[src/rtl/carry_look_ahead_adder_4bit.sv]
// Registered 4-bit carry-look-ahead adder: per-bit G/P cells feed a flattened
// look-ahead unit; sum, carry-out and group P/G are registered on clk.

module cla_gp_cell (
    input  logic i_a,
    input  logic i_b,
    output logic o_g,
    output logic o_p
);
    assign o_g = i_a & i_b;
    assign o_p = i_a ^ i_b;
endmodule

module cla_lookahead_unit (
    input  logic [3:0] i_g,
    input  logic [3:0] i_p,
    input  logic       i_c0,
    output logic [4:0] o_c,
    output logic       o_p_grp,
    output logic       o_g_grp
);
    logic w_g_grp;

    // Each carry is a two-level sum of products; no carry feeds another.
    assign o_c[0] = i_c0;
    assign o_c[1] = i_g[0] | (i_p[0] & i_c0);
    assign o_c[2] = i_g[1] | (i_p[1] & i_g[0]) | (i_p[1] & i_p[0] & i_c0);
    assign o_c[3] = i_g[2] | (i_p[2] & i_g[1]) | (i_p[2] & i_p[1] & i_g[0])
                  | (i_p[2] & i_p[1] & i_p[0] & i_c0);

    assign w_g_grp = i_g[3] | (i_p[3] & i_g[2]) | (i_p[3] & i_p[2] & i_g[1])
                   | (i_p[3] & i_p[2] & i_p[1] & i_g[0]);

    assign o_c[4]  = w_g_grp | (&i_p & i_c0);
    assign o_p_grp = &i_p;
    assign o_g_grp = w_g_grp;
endmodule

module carry_look_ahead_adder_4bit #(
    parameter int WIDTH = 4
) (
    input  logic             clk,
    input  logic             rst,
    input  logic [WIDTH-1:0] A,
    input  logic [WIDTH-1:0] B,
    input  logic             Cin,
    output logic [WIDTH-1:0] Sum,
    output logic             Cout,
    output logic             P_grp,
    output logic             G_grp
);
    logic [3:0] w_g;
    logic [3:0] w_p;
    logic [4:0] w_c;
    logic       w_p_grp;
    logic       w_g_grp;
    logic [3:0] r_sum;
    logic       r_cout;
    logic       r_p_grp;
    logic       r_g_grp;

    for (genvar i = 0; i < 4; i++) begin : g_bit
        cla_gp_cell u_gp (
            .i_a (A[i]),
            .i_b (B[i]),
            .o_g (w_g[i]),
            .o_p (w_p[i])
        );
    end

    cla_lookahead_unit u_cla (
        .i_g     (w_g),
        .i_p     (w_p),
        .i_c0    (Cin),
        .o_c     (w_c),
        .o_p_grp (w_p_grp),
        .o_g_grp (w_g_grp)
    );

    always_ff @(posedge clk) begin
        if (rst) begin
            r_sum   <= 4'b0000;
            r_cout  <= 1'b0;
            r_p_grp <= 1'b0;
            r_g_grp <= 1'b0;
        end else begin
            r_sum   <= w_p ^ w_c[3:0];
            r_cout  <= w_c[4];
            r_p_grp <= w_p_grp;
            r_g_grp <= w_g_grp;
        end
    end

    assign Sum   = r_sum;
    assign Cout  = r_cout;
    assign P_grp = r_p_grp;
    assign G_grp = r_g_grp;
endmodule

[config.mk]
export PLATFORM = sky130hd
export DESIGN_NAME = carry_look_ahead_adder_4bit
export DESIGN_NICKNAME = d
export VERILOG_FILES = /design/src/rtl/carry_look_ahead_adder_4bit.sv
export SDC_FILE = /design/constraint.sdc
export NUM_CORES = 1
export LEC_CHECK = 0
export ABC_AREA = 1
export ABC_CLOCK_PERIOD_IN_PS = 1800
export CORE_MARGIN = 1
export CORE_UTILIZATION = 30
export CTS_CLUSTER_DIAMETER = 30
export CTS_CLUSTER_SIZE = 20
export DETAILED_ROUTE_END_ITERATION = 8
export GPL_TIMING_DRIVEN = 0
export PLACE_DENSITY = 0.73
export SLEW_MARGIN = 20
export SYNTH_ARGS = -nofsm -noshare
export SYNTH_HDL_FRONTEND = slang
export SYNTH_HIERARCHICAL = 1
export SYNTH_SLANG_ARGS = --single-unit
export TNS_END_PERCENT = 50
[constraint.sdc]
create_clock -name clk -period 1.8 [get_ports clk]
set_clock_uncertainty 0.1 [all_clocks]
set_input_delay 0.36 -clock clk [delete_from_list [all_inputs] [get_ports clk]]
set_output_delay 0.36 -clock clk [all_outputs]
set_load 0.005 [all_outputs]
== Word level (Yosys, flattened, before mapping) ==
Cells that the tools add are included.
W data, S select, Z words.

* Bits in latches: 0
* Memory bits (writable): 0
* Word-level logic and storage cells: 39
* Output and inout bits: 7
* ROM bits: 0
* Flip-flop bits (word level): 7
* Memories kept: 0
* Input port bits: 11

* Div/mod/pow operators: 0
* Shifts and indexed selects: 0
* Reductions and logical operators: 1
* Add/sub/neg operators: 0
* Multiplexer cells: 0
* Eq/ne operators: 0
* Multiply operators: 0
* Magnitude comparators: 0
* Bitwise gates (word level): 34

{| class="wikitable"
|+ Operators with widths
! operator !! number
|-
| $and A1 B1 Y1 || 19
|-
| $or A1 B1 Y1 || 10
|-
| $reduce_and A4 Y1 || 1
|-
| $xor A1 B1 Y1 || 4
|-
| $xor A4 B4 Y4 || 1
|}

== Longest topological paths before layout ==
* Depth in word-level cells: 6
* Mapped depth: 7
* Mapped depth without buffers: 7

== Modules after synthesis ==
The synthesis kept the hierarchy.

{| class="wikitable"
|+ Modules (own cells, without submodules)
! module !! seq. area each (um2) !! cells an instance !! times used !! area each (um2)
|-
| carry_look_ahead_adder_4bit || 140.1 || 30 || 1 || 236.5
|-
| cla_lookahead_unit || 0.0 || 20 || 1 || 107.6
|-
| cla_gp_cell || 0.0 || 1 || 4 || 12.5
|}

== Worst setup path after synthesis ==
OpenSTA, ideal clock, no wires.

* Kind: input port to flip-flop
* From: input port A[0]
* To: register r_sum[3] (netlist: Sum[3])
* Stages: 5
* Setup slack: 437 ps
* Required time: 1,586 ps
* Library setup time: 114 ps
* Buffers on the path: 0
* Data arrival time: 1,149 ps
* Path through: ha_1 a21oi_1 o21ai_0 nor2_1 nor2_2

* Longest elaborated chain between the ends: 5
* Elaborated cells on any way between the ends: 8
* Classes of those cells: bitwise (8)

{| class="wikitable"
|+ Ends and longest elaborated chain
! what !! line !! RTL
|-
| start: declaration || 44 || <nowiki>input logic [WIDTH-1:0] A,</nowiki>
|-
| $and A1 B1 Y1 or $xor A1 B1 Y1 (tied branches) || 10, 11 ||
|-
| $and A1 B1 Y1, on equally long branches || 28, 29 ||
|-
| $or A1 B1 Y1 or $and A1 B1 Y1 (tied branches) || 28, 29 ||
|-
| $or A1 B1 Y1 * || 29 || <nowiki>| (i_p[2] & i_p[1] & i_p[0] & i_c0);</nowiki>
|-
| via w_c[3] || 54 || <nowiki>logic [4:0] w_c;</nowiki>
|-
| $xor A4 B4 Y4 * || 87 || <nowiki>r_sum <= w_p ^ w_c[3:0];</nowiki>
|-
| end signal: assignment || 87 ||
|-
| end: declaration || 57 || <nowiki>logic [3:0] r_sum;</nowiki>
|}

The timed path passes the listed nets; every way through them passes the cells marked *.
A chain may end at the register's enable or synchronous reset.

== Worst setup path after layout ==
* From: input port A[0]
* To: register r_sum[3] (netlist: Sum[3])

* Longest elaborated chain between the ends: 5
* Elaborated cells on any way between the ends: 8
* Classes of those cells: bitwise (8)

{| class="wikitable"
|+ Ends and longest elaborated chain
! what !! line !! RTL
|-
| $xor A1 B1 Y1 || 11 || <nowiki>assign o_p = i_a ^ i_b;</nowiki>
|-
| via w_p[0] || 53 || <nowiki>logic [3:0] w_p;</nowiki>
|-
| $and A1 B1 Y1 (2 in series) || 29 ||
|-
| $or A1 B1 Y1 || 29 ||
|-
| via w_c[3] || 54 ||
|-
| $xor A4 B4 Y4 || 87 ||
|}

The timed path passes the listed nets, and every way through them passes these cells.

==> summary.txt <==
Outcome
  • Outcome: completed

Timing
  • Fin crit share: 91.4%
  • Final Max Tran Viols: 0
  • Rel. slew slack: 84.8%
  • Min cycle time layout: 1.65 ns
  • Least-Margin Pin Slew: 0.225 ns
  • RSZ-0062 raised after global routing: false
  • F_max: 608 MHz
  • Final Hold Fails: 0
  • Final setup fails: 0

Route
  • 1st-pass router iterations: 4
  • Final WL: 604 microns
  • Vias per cell: 4.03
  • DRC: 0
  • Drt wl/cell: 6.79 microns
  • Antenna viol nets, final: 0
  • Number of vias after detailed routing: 359
  • Initial DRC Count: 8

Power and ir drop
  • Static Leak: 0.289 nW
  • Peak VDD IR: 0.236 mV
  • Overall power: 0.435 mW
  • Pwr dens: 715 nW/um^2

Global route
  • Initial antenna violation count: 0
  • All-layer global routing usage: 11.1%
  • GRT overflow: 0
  • Vias in the first global route: 292
  • First-pass GRT wire length: 1060 microns
  • Largest net degree at the start of global routing: 7

Run
  • MaxCap Viol Count: 0

Hold path
  • WHS Endpoint: G_grp
  • Hold path cells: 2
  • HP Class: input port to flip-flop
  • Hold Crit Start: rst

Final layout
  • Commonest non-fill, non-tap cell in the layout: clkdlybuf4s50_1
  • Share of layout cells above drive strength 1: 18.7%
  • Layout area overhead: 54.3%
  • Final nets: 91
  • Fin util: 52.6%
  • Commonest non-fill, non-tap cells in the layout: 17 x clkdlybuf4s50_1, 13 x nand2_1, 7 x dfxtp_1, 7 x nor2_1, 6 x inv_1
  • Final Instance Count excl. Fillers: 89
  • # diodes: 0

Worst setup path
  • CP max FO: 5
  • CP Data Arrival Time: 1.68 ns
  • Worst setup path start: A[0]
  • Startpoint types: input port
  • Crit. End Element: flip-flop
  • Setup CP Type: input port to flip-flop
  • Worst path required time: 1.84 ns

Clocking
  • Max clock buf depth: 2
  • Clock Pin Slew Worst Setup and Hold Paths: 0.05 ns
  • CTS tree: done
  • Post-CTS Hold Fix Bufs: 0
  • Post-CTS Setup Repair Bufs: 0
  • H-tree levels: 1
  • Clk sinks: 7
  • Post-CTS sizing: 0
  • Root Buffer: clkbuf_4
  • CTS Buf Count: 3

Die
  • Die ar.: 1460 sq um
  • Die width: 38.2 microns
  • Effective utilization at floorplan: 34.1%
  • Die Ht: 38.2 microns
  • Ports: 18
  • # rows: 12
  • Core Footprint: 1160 sq um

Logic synthesis
  • Sequential-to-total area share from yosys stat: 35.6%
  • Post-synthesis cell count: 54
  • Synth top area cells: dfxtp_1 36%, ha_1 13%, nand2_1 12%, nor2_1 6.7%, nor2_2 6.3%
  • Register bit total from synthesis: 7
  • Synthesized area per cell: 7.30 sq um
  • Leading area contributor after synthesis: dfxtp_1
  • Syn Nets: 69
  • Ys Warns: 6
  • Share of the synthesized area in the top cell type: 35.6%
  • Netlist cell types: 14
  • Mapped cell area: 394 sq um

Placed design
  • Post-DP HPWL: 498 microns
  • PortBufs: 17
  • Routability Congestion: 0.836
  • Placed Instances: 85
[metrics by stage]
step                hold slack [ns]  area, sq um  worst slack [ns]  TNS, ns
finish                        0.638          608             0.155        0
global route                  0.647          608            0.0974        0
CTS                           0.632          608             0.185        0
detailed placement            0.885          582           -0.0785  -0.0875
global placement              0.887          582           -0.0565  -0.0565
floorplan                     0.331          394             0.437        0
[where the power goes]
part           internal (mW)  leakage, nW  total, mW  switching, mW
clock                 0.0841       0.0150      0.135         0.0504
sequential             0.169       0.0581      0.172        0.00282
combinational         0.0710        0.216      0.128         0.0573
total                  0.324        0.289      0.435          0.111
[critical path, cell delays in order]
cell and delay (ns):
clkdlybuf4s50_1 0.41, ha_1 0.37, a21oi_1 0.21, o21ai_0 0.13
nor2_1 0.15, nor2_2 0.05
[registers in the layout (all words and copies together) (netlist names)]
name   cells
G_grp      1
Cout       1
Sum        4
P_grp      1
[cell type report]
cell class	count	area, sq um
timing repair buffer	17	170
clock buffer	4	26.3
sequential	7	140
inverter	7	26.3
multi-input combinational	39	220
buffer	1	7.51
fill	123	548
tap	14	17.5
[kinds of logic after synthesis]
| kind of cell | Yosys count | share of synthesized area, % |
|---|---|---|
| and+or+nand+nor | 31 | 38.1 |
| AOI/OAI and AO/OA | 4 | 5.08 |
| adders and majority gates | 4 | 12.7 |
| DFF | 7 | 35.6 |
| buffers and inverters | 8 | 8.57 |
[how the worst max path moves through the flow]
stage / end / cells past startpoint
floorplan: Sum[3] / 5
global placement: Sum[3] / 6
detailed placement: Sum[3] / 6
CTS: Sum[3] / 6
global route: Sum[3] / 7
finish: Sum[3] / 6
[per-layer routing]
| layer | part of all wire [%] | GRT usage, % | vias up | wire, microns |
|---|---|---|---|---|
| li1 | - | - | 207 | - |
| met1 | 50 | 12.7 | 136 | 303 |
| met2 | 41 | 15.7 | 14 | 248 |
| met3 | 6.6 | 1.74 | 2 | 40 |
| met4 | 2.0 | 13.4 | 0 | 12 |
| met5 | 0 | 0 | - | 0 |
[cells in the mapped netlist]
| library cell | n |
|---|---|
| a21oi_1 | 3 |
| buf_4 | 1 |
| dfxtp_1 | 7 |
| ha_1 | 4 |
| inv_1 | 6 |
| inv_2 | 1 |
| nand2_1 | 13 |
| nand2_2 | 3 |
| nand3_1 | 2 |
| nand3_2 | 1 |
| nor2_1 | 7 |
| nor2_2 | 4 |
| nor2_4 | 1 |
| o21ai_0 | 1 |
(Power assumes the default switching activity.)
==> variant 1: new RTL, same settings <==
Add an input register stage for `A`, `B` and `Cin`, cleared by the reset; this delays them by one clock.
--- a/src/rtl/carry_look_ahead_adder_4bit.sv
+++ b/src/rtl/carry_look_ahead_adder_4bit.sv
@@ -49,6 +49,23 @@
     output logic             P_grp,
     output logic             G_grp
 );
+
+    logic [WIDTH-1:0] A_q;
+    logic [WIDTH-1:0] B_q;
+    logic Cin_q;
+
+    always_ff @(posedge clk) begin
+        if (rst) begin
+            A_q   <= '0;
+            B_q   <= '0;
+            Cin_q <= '0;
+        end else begin
+            A_q   <= A;
+            B_q   <= B;
+            Cin_q <= Cin;
+        end
+    end
+
     logic [3:0] w_g;
     logic [3:0] w_p;
     logic [4:0] w_c;
@@ -61,8 +78,8 @@
 
     for (genvar i = 0; i < 4; i++) begin : g_bit
         cla_gp_cell u_gp (
-            .i_a (A[i]),
-            .i_b (B[i]),
+            .i_a (A_q[i]),
+            .i_b (B_q[i]),
             .o_g (w_g[i]),
             .o_p (w_p[i])
         );
@@ -71,7 +88,7 @@
     cla_lookahead_unit u_cla (
         .i_g     (w_g),
         .i_p     (w_p),
-        .i_c0    (Cin),
+        .i_c0    (Cin_q),
         .o_c     (w_c),
         .o_p_grp (w_p_grp),
         .o_g_grp (w_g_grp)
Formal check against the unedited RTL: not equivalent (a bounded check fails within 4 cycles, from zero or initial values and one cycle with rst high).
==> variant 1 against the unedited design <==
Synthesized area grew 63%; power rose by 53%; routed wire length up 49%; die area grew 59%; sequential cell count up 9; setup slack improved by 0.10 ns; cell area up 43%; critical path type is now flip-flop to output port; via count increased by 43%.
==> variant 1: results (changes against the unedited design) <==
INFO  metric status = complete, no violations
INFO  metric critPathMaxFanout = 1 (-4)
INFO  metric wl_per_cell = 6.99 um (+3.0%)
INFO  metric cts.sink_count = 16 (+9)
INFO  metric detailedPlace.worstSlack = 0.433 ns (+0.512 ns)
INFO  metric globalRouteTotalUtil = 0.0917 (-0.0189)
INFO  metric synth_area_leaders = sky130_fd_sc_hd__dfxtp_1 50%, sky130_fd_sc_hd__nor2_1 12%, sky130_fd_sc_hd__inv_1 9.3%, sky130_fd_sc_hd__ha_1 7.8%, sky130_fd_sc_hd__nand2_1 7.6%
INFO  metric synth_top_cells_by_count = 20 x sky130_fd_sc_hd__nor2_1, 16 x sky130_fd_sc_hd__dfxtp_1, 16 x sky130_fd_sc_hd__inv_1, 13 x sky130_fd_sc_hd__nand2_1, 4 x sky130_fd_sc_hd__ha_1
INFO  metric static-leakage-power = 0.000437 uW (+51%)
INFO  metric nonClockBufferCount = 19 (+1)
INFO  metric layout.comb_gates.multi_input = 48 (+23%)
INFO  metric gp_congestion = 0.802 (-4.0%)
INFO  metric non_clock_buffer_area_share = 0.217 (-0.0749)
INFO  metric seq_area_frac_synth = 0.498 (+0.142)
INFO  metric syn_area_per_cell = 7.84 sq um (+7.5%)
INFO  metric detailedPlacementHpwl = 720 um (+45%)
INFO  metric totalWireLength = 902 um (+49%)
INFO  metric area.sequential = 320 sq um (+130%)
INFO  metric vias = 512 (+43%)
INFO  metric nonClockInverterCount = 16 (+9)
INFO  metric grt_start_max_net_pins = 11 (+4)
INFO  metric critical_path_arrival = 1.08 ns (-0.60 ns)
INFO  metric worst_ir_drop_vdd = 395 uV (+67%)
INFO  metric layout.cell_area.non_filler = 870 sq um (+43%)
INFO  metric fraction_of_the_mapped_netlist_area_in_adder_cells = 0.0778 (-0.0492)
INFO  metric die_area = 2330 sq um (+59%)
INFO  metric worstHoldPathType = flip-flop to flip-flop
INFO  metric layout-drive-gt1-share = 0.0980 (-0.0886)
INFO  metric synth_nets = 97 (+41%)
[variant 1: changes by cell type after synthesis, sizes merged]
cell	delta
buf	+1
dfxtp	+9
inv	+9
nor2	+9
[variant 1: routing by layer]
layer | up-vias | GRT usage | wire length, um
li1 | 281 | - | -
met1 | 210 | 0.0893 | 408
met2 | 19 | 0.160 | 416
met3 | 2 | 0.0377 | 56
met4 | 0 | 0.0588 | 21
met5 | - | 0 | 0
[variant 1: kinds of logic after synthesis]
family,Yosys count
fa+ha+maj,4
simple gates,40
buf+inv,18
compound gates,4
flops,16
[variant 1: final timing paths]
path           from      to  depth (start not counted)  slack (ns)
max          Sum[3]  Sum[3]                          1        0.26
min           Cin_q    Cout                          4        0.49
max reg2reg  B_q[0]  Sum[3]                          6        0.40
min reg2reg   Cin_q    Cout                          4        0.49
[variant 1: where the power goes]
part | internal [uW] | leakage (uW) | switching (uW)
Clock | 77.6 | 0.0000138 | 96.7
Sequential | 375 | 0.000133 | 6.41
Combinational | 61.2 | 0.000291 | 48.2
==> variant 2: new RTL, same flow settings <==
Made on the original files. `r_sum` no longer has a reset.
--- a/src/rtl/carry_look_ahead_adder_4bit.sv
+++ b/src/rtl/carry_look_ahead_adder_4bit.sv
@@ -79,16 +79,18 @@
 
     always_ff @(posedge clk) begin
         if (rst) begin
-            r_sum   <= 4'b0000;
             r_cout  <= 1'b0;
             r_p_grp <= 1'b0;
             r_g_grp <= 1'b0;
         end else begin
-            r_sum   <= w_p ^ w_c[3:0];
             r_cout  <= w_c[4];
             r_p_grp <= w_p_grp;
             r_g_grp <= w_g_grp;
         end
+    end
+
+    always_ff @(posedge clk) begin
+        r_sum <= w_p ^ w_c[3:0];
     end
 
     assign Sum   = r_sum;
Check against the original RTL: not equivalent (a bounded check fails within 4 cycles, from zero or initial values and one cycle with rst high).
==> variant 2 against the unedited design <==
Routed wire length is 10% higher; highest routed layer unchanged; maximum frequency rose by 4.2%; sequential cell count did not move; first-iteration DRC count shrank 88%; utilization is 0.57 points lower; power up 4.4%; synthesized area rose by 0.32%; cell area is 0.21% higher; non-clock buffer count is the same; largest cell class unchanged; setup slack improved by 0.066 ns; synthesized cell count up 5.6%.
==> variant 2: results (changes against the unedited design) <==
INFO  metric status = complete, no violations
INFO  metric synth_area_leaders = sky130_fd_sc_hd__dfxtp_1 35%, sky130_fd_sc_hd__nand2_1 16%, sky130_fd_sc_hd__inv_1 13%, sky130_fd_sc_hd__ha_1 13%, sky130_fd_sc_hd__nand2_2 4.7%
INFO  metric n_fill_cell = 126 (+2.4%)
INFO  metric drt_first_iter_violations = 1 (-7)
INFO  metric synth_flop_cell = sky130_fd_sc_hd__dfxtp_1
INFO  metric synth_nets = 72 (+4.3%)
INFO  metric clkPwrFrac = 0.315 (+0.006)
INFO  metric power.switching = 119 uW (+7.5%)
INFO  metric worst_ir_drop_vdd = 246 uV (+4.4%)
INFO  metric synthCells = 57 (+5.6%)
INFO  metric layout-drive-gt1-share = 0.115 (-0.0713)
INFO  metric first_global_vias = 332 (+14%)
INFO  metric via_per_inst = 4.25 (+5.4%)
INFO  metric finalNonFillerCells = 92 (+3.4%)
INFO  metric post_dp_cell_area = 583 sq um (+0.22%)
INFO  metric nets_finish = 94 (+3.3%)
INFO  metric critical_path_arrival = 1.63 ns (-0.05 ns)
INFO  metric synthDistinctLibCells = 12 (-2)
INFO  metric seq_area_frac_synth = 0.354 (-0.00113)
INFO  metric totalWireLength = 666 um (+10%)
INFO  metric grt_first_pass_wirelength = 1.24 mm (+17%)
INFO  metric number_of_antenna_violations_at_the_first_check_in_global_routing = 0 (unchanged)
INFO  metric detailedPlace.worstSlack = -0.0583 ns (+0.0203 ns)
INFO  metric first_pass_iters = 2 (-2)
INFO  metric dpl.cell_count = 88 (+3.5%)
INFO  metric post_cts.repair.setup_buffers = 0 (unchanged)
INFO  metric share_seq_of_total_power = 0.391 (-0.005)
## variant 2: cell count changes after synthesis
cell and change:
sky130_fd_sc_hd__nor2_2 -4, sky130_fd_sc_hd__nand2_1 +4, sky130_fd_sc_hd__inv_1 +8, sky130_fd_sc_hd__nor2_1 -4, sky130_fd_sc_hd__inv_2 -1
## variant 2: worst max-delay path: stages
cell                              delay, ns
sky130_fd_sc_hd__clkdlybuf4s50_1       0.41
sky130_fd_sc_hd__ha_1                  0.36
sky130_fd_sc_hd__a21oi_1               0.11
sky130_fd_sc_hd__o21ai_0               0.22
sky130_fd_sc_hd__inv_1                 0.07
sky130_fd_sc_hd__nand2_1               0.06
sky130_fd_sc_hd__nand2_1               0.04
## variant 2: layout make-up
cell class                      instances  share of cell area
Timing Repair Buffer                   17               0.279
Inverter                               14              0.0862
Buffer                                  1              0.0123
Multi-Input combinational cell         35               0.320
Sequential cell                         7               0.230
Clock buffer                            4              0.0431
Tap cell                               14              0.0287
## variant 2: kinds of logic (layout without fill, tap and decap cells)
| logic type | Yosys count | in the layout | synth area share |
|---|---|---|---|
| fa+ha+maj | 4 | 4 | 0.127 |
| compound gates | 4 | 4 | 0.0506 |
| flops | 7 | 7 | 0.354 |
| buf+inv | 15 | 36 | 0.152 |
| simple gates | 27 | 27 | 0.316 |
## variant 2: metal layers
metal	vias up	track usage	wire (um)
met2	16	0.191	296
met5	-	0	0
met1	159	0.146	289
met3	4	0.0523	48
li1	212	-	-
met4	0	0.134	31
## variant 2: worst paths after layout
path              depth (start not counted)     end  slack, ns  startpoint
setup / recovery                          7  Sum[3]       0.22        A[0]
hold / removal                            2   P_grp       0.59         rst
